--- config.mk ---
export PLATFORM = sky130hd
export DESIGN_NAME = iob_rom_stream
export DESIGN_NICKNAME = d
export VERILOG_FILES = /design/src/rtl/iob_rom_stream_pkg.sv /design/src/rtl/iob_rom_stream_skid.sv /design/src/rtl/iob_rom_stream.sv
export SDC_FILE = /design/constraint.sdc
export NUM_CORES = 1
export LEC_CHECK = 0
export ABC_CLOCK_PERIOD_IN_PS = 8600
export CAP_MARGIN = 20
export CORE_MARGIN = 2
export CORE_UTILIZATION = 50
export CTS_CLUSTER_SIZE = 16
export DETAILED_ROUTE_END_ITERATION = 10
export HOLD_SLACK_MARGIN = 0.03
export PLACE_DENSITY = 0.76
export SYNTH_ARGS = -nofsm -noshare
export SYNTH_HDL_FRONTEND = slang
export SYNTH_SLANG_ARGS = --single-unit
--- constraint.sdc ---
create_clock -name clk -period 8.6 [get_ports clk]
set_input_delay 2.15 -clock clk [delete_from_list [all_inputs] [get_ports clk]]
set_output_delay 2.15 -clock clk [all_outputs]
set_load 0.01 [all_outputs]
--- src/rtl/iob_rom_stream_pkg.sv ---
// Shared FSM encodings, FIFO sizing and the read-credit helper for iob_rom_stream.
package iob_rom_stream_pkg;

  localparam int unsigned FIFO_DEPTH = 2;
  localparam int unsigned FIFO_CNT_W = $clog2(FIFO_DEPTH + 1);

  typedef enum logic [1:0] {
    ST_IDLE  = 2'd0,
    ST_RUN   = 2'd1,
    ST_DRAIN = 2'd2
  } state_t;

  // True when a new read issued now can still land in the FIFO without overflow.
  function automatic logic credit_ok(input logic [FIFO_CNT_W-1:0] occ,
                                     input logic                  pend,
                                     input logic                  pop);
    logic [FIFO_CNT_W:0] total;
    total = (FIFO_CNT_W+1)'(occ) + (FIFO_CNT_W+1)'(pend) - (FIFO_CNT_W+1)'(pop);
    return total < (FIFO_CNT_W+1)'(FIFO_DEPTH);
  endfunction

endpackage

--- src/rtl/iob_rom_stream_skid.sv ---
// Two-entry output FIFO with valid/ready on both sides; head entry drives the output.
module iob_rom_stream_skid
  import iob_rom_stream_pkg::*;
#(
  parameter int unsigned W = 9
) (
  input  logic                  clk,
  input  logic                  rst,
  input  logic                  i_s_valid,
  output logic                  o_s_ready,
  input  logic [W-1:0]          i_s_data,
  output logic                  o_m_valid,
  input  logic                  i_m_ready,
  output logic [W-1:0]          o_m_data,
  output logic [FIFO_CNT_W-1:0] o_count
);

  localparam logic [FIFO_CNT_W-1:0] CNT_FULL = FIFO_CNT_W'(FIFO_DEPTH);
  localparam logic [FIFO_CNT_W-1:0] CNT_ONE  = FIFO_CNT_W'(1);

  logic [W-1:0]          r_head;
  logic [W-1:0]          r_tail;
  logic [FIFO_CNT_W-1:0] r_count;
  logic                  w_push;
  logic                  w_pop;

  assign o_m_valid = (r_count != '0);
  assign o_m_data  = r_head;
  assign o_count   = r_count;
  // A full FIFO can still take a word in the same cycle its head leaves.
  assign o_s_ready = (r_count != CNT_FULL) || i_m_ready;
  assign w_push    = i_s_valid && o_s_ready;
  assign w_pop     = o_m_valid && i_m_ready;

  always_ff @(posedge clk) begin
    if (rst) begin
      r_head  <= '0;
      r_tail  <= '0;
      r_count <= '0;
    end else begin
      case ({w_push, w_pop})
        2'b10: begin
          if (r_count == '0) r_head <= i_s_data;
          else               r_tail <= i_s_data;
          r_count <= r_count + CNT_ONE;
        end
        2'b01: begin
          if (r_count == CNT_FULL) r_head <= r_tail;
          r_count <= r_count - CNT_ONE;
        end
        2'b11: begin
          if (r_count == CNT_ONE) begin
            r_head <= i_s_data;
          end else begin
            r_head <= r_tail;
            r_tail <= i_s_data;
          end
        end
        default: ;
      endcase
    end
  end

endmodule

--- src/rtl/iob_rom_stream.sv ---
// Streams a burst of ROM words (one-cycle read latency) to a valid/ready sink.
// Defining IOB_ROM_STREAM_LOOP_EN adds a stop input and repeats the burst until stopped.
module iob_rom_stream
  import iob_rom_stream_pkg::*;
#(
  parameter int unsigned DATA_W = 8,
  parameter int unsigned ADDR_W = 4
) (
  input  logic              clk,
  input  logic              rst,
`ifdef IOB_ROM_STREAM_LOOP_EN
  input  logic              stop,
`endif
  input  logic              start,
  input  logic [ADDR_W-1:0] start_addr,
  input  logic [ADDR_W:0]   len,
  output logic              busy,
  output logic              done,
  output logic              r_en,
  output logic [ADDR_W-1:0] addr,
  input  logic [DATA_W-1:0] r_data,
  output logic              m_valid,
  input  logic              m_ready,
  output logic [DATA_W-1:0] m_data,
  output logic              m_last
);

  localparam int unsigned LEN_W  = ADDR_W + 1;
  localparam int unsigned WORD_W = DATA_W + 1;

  state_t                r_state;
  logic [LEN_W-1:0]      r_len;
  logic [LEN_W-1:0]      r_issued;
  logic [ADDR_W-1:0]     r_addr;
  logic [ADDR_W-1:0]     r_start_addr;
  logic                  r_rd_pend;
  logic                  r_pend_last;
  logic                  r_busy;
  logic                  r_done;

  logic [FIFO_CNT_W-1:0] w_count;
  logic                  w_s_ready;
  logic [WORD_W-1:0]     w_m_word;
  logic                  w_hs;
  logic                  w_issue;
  logic                  w_pass_end;
  logic                  w_final_out;
  logic                  w_stop_now;

`ifdef IOB_ROM_STREAM_LOOP_EN
  logic                  r_stop;
  assign w_stop_now = r_stop || stop;
`else
  assign w_stop_now = 1'b1;
`endif

  assign w_hs = m_valid && m_ready;

  // Read issue is decided in-cycle so the current handshake frees a slot immediately.
  assign w_issue = (r_state == ST_RUN) && !rst && (r_issued < r_len) && w_s_ready &&
                   credit_ok(w_count, r_rd_pend, w_hs);
  assign w_pass_end  = w_issue && ((r_issued + LEN_W'(1)) == r_len);
  assign w_final_out = w_hs && (w_count == FIFO_CNT_W'(1)) && !r_rd_pend;

  assign r_en = w_issue;
  assign addr = r_addr;
  assign busy = r_busy;
  assign done = r_done;

  always_ff @(posedge clk) begin
    if (rst) begin
      r_state      <= ST_IDLE;
      r_len        <= '0;
      r_issued     <= '0;
      r_addr       <= '0;
      r_start_addr <= '0;
      r_rd_pend    <= 1'b0;
      r_pend_last  <= 1'b0;
      r_busy       <= 1'b0;
      r_done       <= 1'b0;
`ifdef IOB_ROM_STREAM_LOOP_EN
      r_stop       <= 1'b0;
`endif
    end else begin
      r_done    <= 1'b0;
      r_rd_pend <= w_issue;
      if (w_issue) r_pend_last <= w_pass_end;
`ifdef IOB_ROM_STREAM_LOOP_EN
      if (r_state != ST_IDLE && stop) r_stop <= 1'b1;
`endif
      case (r_state)
        ST_IDLE: begin
          if (start) begin
            if (len == '0) begin
              r_done <= 1'b1;
            end else begin
              r_state      <= ST_RUN;
              r_busy       <= 1'b1;
              r_len        <= len;
              r_issued     <= '0;
              r_addr       <= start_addr;
              r_start_addr <= start_addr;
`ifdef IOB_ROM_STREAM_LOOP_EN
              r_stop       <= 1'b0;
`endif
            end
          end
        end
        ST_RUN: begin
          if (w_issue) begin
            r_addr   <= r_addr + ADDR_W'(1);
            r_issued <= r_issued + LEN_W'(1);
            if (w_pass_end) begin
              if (w_stop_now) begin
                r_state <= ST_DRAIN;
              end else begin
                r_addr   <= r_start_addr;
                r_issued <= '0;
              end
            end
          end
        end
        ST_DRAIN: begin
          if (w_final_out) begin
            r_state <= ST_IDLE;
            r_busy  <= 1'b0;
            r_done  <= 1'b1;
          end
        end
        default: r_state <= ST_IDLE;
      endcase
    end
  end

  iob_rom_stream_skid #(
    .W (WORD_W)
  ) u_skid (
    .clk       (clk),
    .rst       (rst),
    .i_s_valid (r_rd_pend),
    .o_s_ready (w_s_ready),
    .i_s_data  ({r_pend_last, r_data}),
    .o_m_valid (m_valid),
    .i_m_ready (m_ready),
    .o_m_data  (w_m_word),
    .o_count   (w_count)
  );

  assign m_data = w_m_word[DATA_W-1:0];
  assign m_last = w_m_word[DATA_W];

endmodule

==> metrics <==
status=completed; final worst path period need=around 7.1 ns; Max-slew headroom=0.555; Max Clock Skew=0.0126 ns; crit-path most repeated cell=clkdlybuf4s50_1; CTS sink count=40; unrepaired setup endpoints after global routing=false; crit-path cells=clkdlybuf4s50_1 -> nand2_1 -> nor2_1 -> o21ai_0 -> fa_1 -> nor2b_1 -> and3_1 -> nand3_4 -> inv_1 -> clkdlybuf4s50_1; Ys Warns=0; initial antenna violation count=0; power share of the clock group=0.238; hold path depth=2; Reg2Reg Depth=13; final WL=approximately 4700 um; total track usage=0.208; #FFs+latches synth=40; Top FF cell, synth=dfxtp_1; Cells after Synth=244; I/O pins=38; Critical Path RT=between 6 and 7 ns; routability cong.=0.829; First-pass DRT Iterations=4; fraction of layout cells with a size suffix above 1=0.0605; final hold violation count=0; Setup Fix Bufs, Post-CTS=0; Sw Share=0.345; Avg Synthesized Cell Area=a little under 9 sq um; routed len/inst=about 14 um; Iteration-0 DRC Markers=145; H-tree levels=2; Worst EP arrival=4.94 ns; CTS tree=done; cell area after layout=between 2000 and 3000 sq um; number of max-cap violations=0; total vias in the final route=between 1.5k and 2k; register area share after synthesis=0.371; PortBufs=37; CORE AREA=4090 sq um; Psw=between 0.2 and 0.25 mW; GR Overflow Total=0; sequential group share of total power=0.373; die area=around 4900 sq um; largest cells by area after synthesis=dfxtp_1 (37%), mux2i_1 (8.8%), ha_1 (7.0%); crit path max-delay cell type=clkdlybuf4s50_1; Tcrit/Tclk final=0.825; Static Leakage=1.04 nW; setup TNS=0 ns; kind of critical path=input port to output pin; Rows=23; largest net degree at the start of global routing=38; Post-layout nets=between 300 and 400; cell taking the most area after synthesis=dfxtp_1; ANT cells=0; drc violations=0; most frequent cells in the layout=dfxtp_1 (40), clkdlybuf4s50_1 (37), nor2_1 (34); Comb pwr share=0.389; Top delay family on crit path=buffers and inverters; EDFF count, synth=0; Setup crit start kind=input port; worst slew pin tran=between 0.6 and 0.7 ns; first-pass GRT wire length=8130 um; Cell Int Power=0.432 mW; Synth-to-Final Area Change=23.8%; Max clock buf depth=2; max-slew violations=0; CP bufs+invs=3; post-CTS resize count=0; syn_nets=approximately 280; placed cell area=2550 sq um; placed instance count=approximately 320; CP endpoint kind=output pin; CTS root buffer=clkbuf_8; Finished Layout Cells=331; Yosys top cell area share=0.371; Routed Antenna Nets=0; Post-DP HPWL=about 3500 um; Die Span Y=around 70 um; DIE WIDTH=~70 um; critical path depth=10; hold buffers post-CTS=0; TritonCTS Buffers=5; Clock Pin Slew Worst Setup and Hold Paths=around 0.07 ns; Worst Path Max Fanout=6; Fin Hold WS=0.492 ns; Async S/R FF share, synth=0; VDD IR max=around 0.17 mV; synth unique cells=46; number of vias per cell=approximately 5.6; PD cells=approximately 250 nW/um^2; Starting Density=0.528; Skew-Pair Late Insertion Delay=slightly above 0.3 ns; Crit path largest cell delay=approximately 0.57 ns; most common cell after layout, fill and taps aside=dfxtp_1; post-synthesis cell area=2160 sq um; Final setup viols=0; vias in the first global route=between 1.5k and 2k; Worst Hold Class=register to register; fmax=141 MHz
==> sequential cells by signal, indices dropped and copies added, names as in the netlist <==
register	flops
r_issued	5
r_len	5
busy	1
u_skid.r_tail	9
u_skid.o_count	2
r_pend_last	1
done	1
addr	4
r_state	2
r_rd_pend	1
u_skid.o_m_data	9
==> worst paths after layout <==
kind | startpoint | slack [ns] | endpoint
setup / recovery | m_ready | 1.51 | r_en
hold / removal | addr[3] | 0.49 | addr[3]
setup reg to reg | u_skid.o_count[0] | 5.55 | addr[2]
hold reg to reg | addr[3] | 0.49 | addr[3]
==> final cells by class <==
cell class	count	area [sq um]
fillers	359	1420
multi-input cells	180	1250
flip-flops and latches	40	801
repair buffers	38	378
clock buffers	5	68.8
well taps	50	62.6
inverters	15	56.3
clock inverters	3	47.5
==> layer usage <==
metal / global-route usage / share of wire / vias to the layer above
met5: 0 / 0 / -
met1: 0.272 / 0.47 / 843
met4: 0.0833 / 0.024 / 0
li1: - / - / 945
met3: 0.0596 / 0.043 / 8
met2: 0.324 / 0.46 / 47
==> metrics by stage <==
step                      worst slack [ns]   util  total power [mW]
after floorplan                       2.72      -             0.413
after global placement                1.60  0.625             0.502
after detailed placement              1.51  0.625             0.508
after CTS                             1.50  0.653             0.666
after global routing                  1.26  0.653             0.711
final                                 1.51  0.653             0.660
==> logic make-up after synthesis <==
logic type / count (synthesis) / share of synthesized area
AOI/OAI and AO/OA: 53 / 0.176
adders and majority gates: 13 / 0.0789
muxes: 20 / 0.0934
and+or+nand+nor: 86 / 0.201
buffers and inverters: 24 / 0.0464
xor gates and xnor gates: 8 / 0.0325
DFF: 40 / 0.371
==> worst reg2reg max path: stages, from the launching register on <==
cell and delay [ns]:
dfxtp_1 0.42, inv_1 0.11, ha_1 0.24, inv_1 0.10, nand2_1 0.12, nor2_1 0.20
o21ai_0 0.16, fa_1 0.51, nor2b_1 0.15, and3_1 0.26, nand3_4 0.12, inv_1 0.20
mux2i_1 0.23, o22ai_1 0.11
==> Yosys cell counts (4+ instances only) <==
cell type	n
nand3_1	7
nor2_1	34
o21ai_0	4
nor2b_1	5
ha_1	12
dfxtp_1	40
a21oi_1	8
xor2_1	5
clkbuf_1	5
inv_1	15
nand2_1	16
a22oi_1	10
mux2i_1	19
nand2b_1	5
a211oi_1	11
==> power by group through the flow <==
stage | clock, mW | combinational, mW | sequential, mW
final | 0.157 | 0.256 | 0.246
after CTS | 0.160 | 0.259 | 0.247
after floorplan | 0 | 0.158 | 0.255
after global routing | 0.170 | 0.289 | 0.252
after global placement | 0 | 0.252 | 0.250
after detailed placement | 0 | 0.257 | 0.251
(Power assumes the default switching activity.)
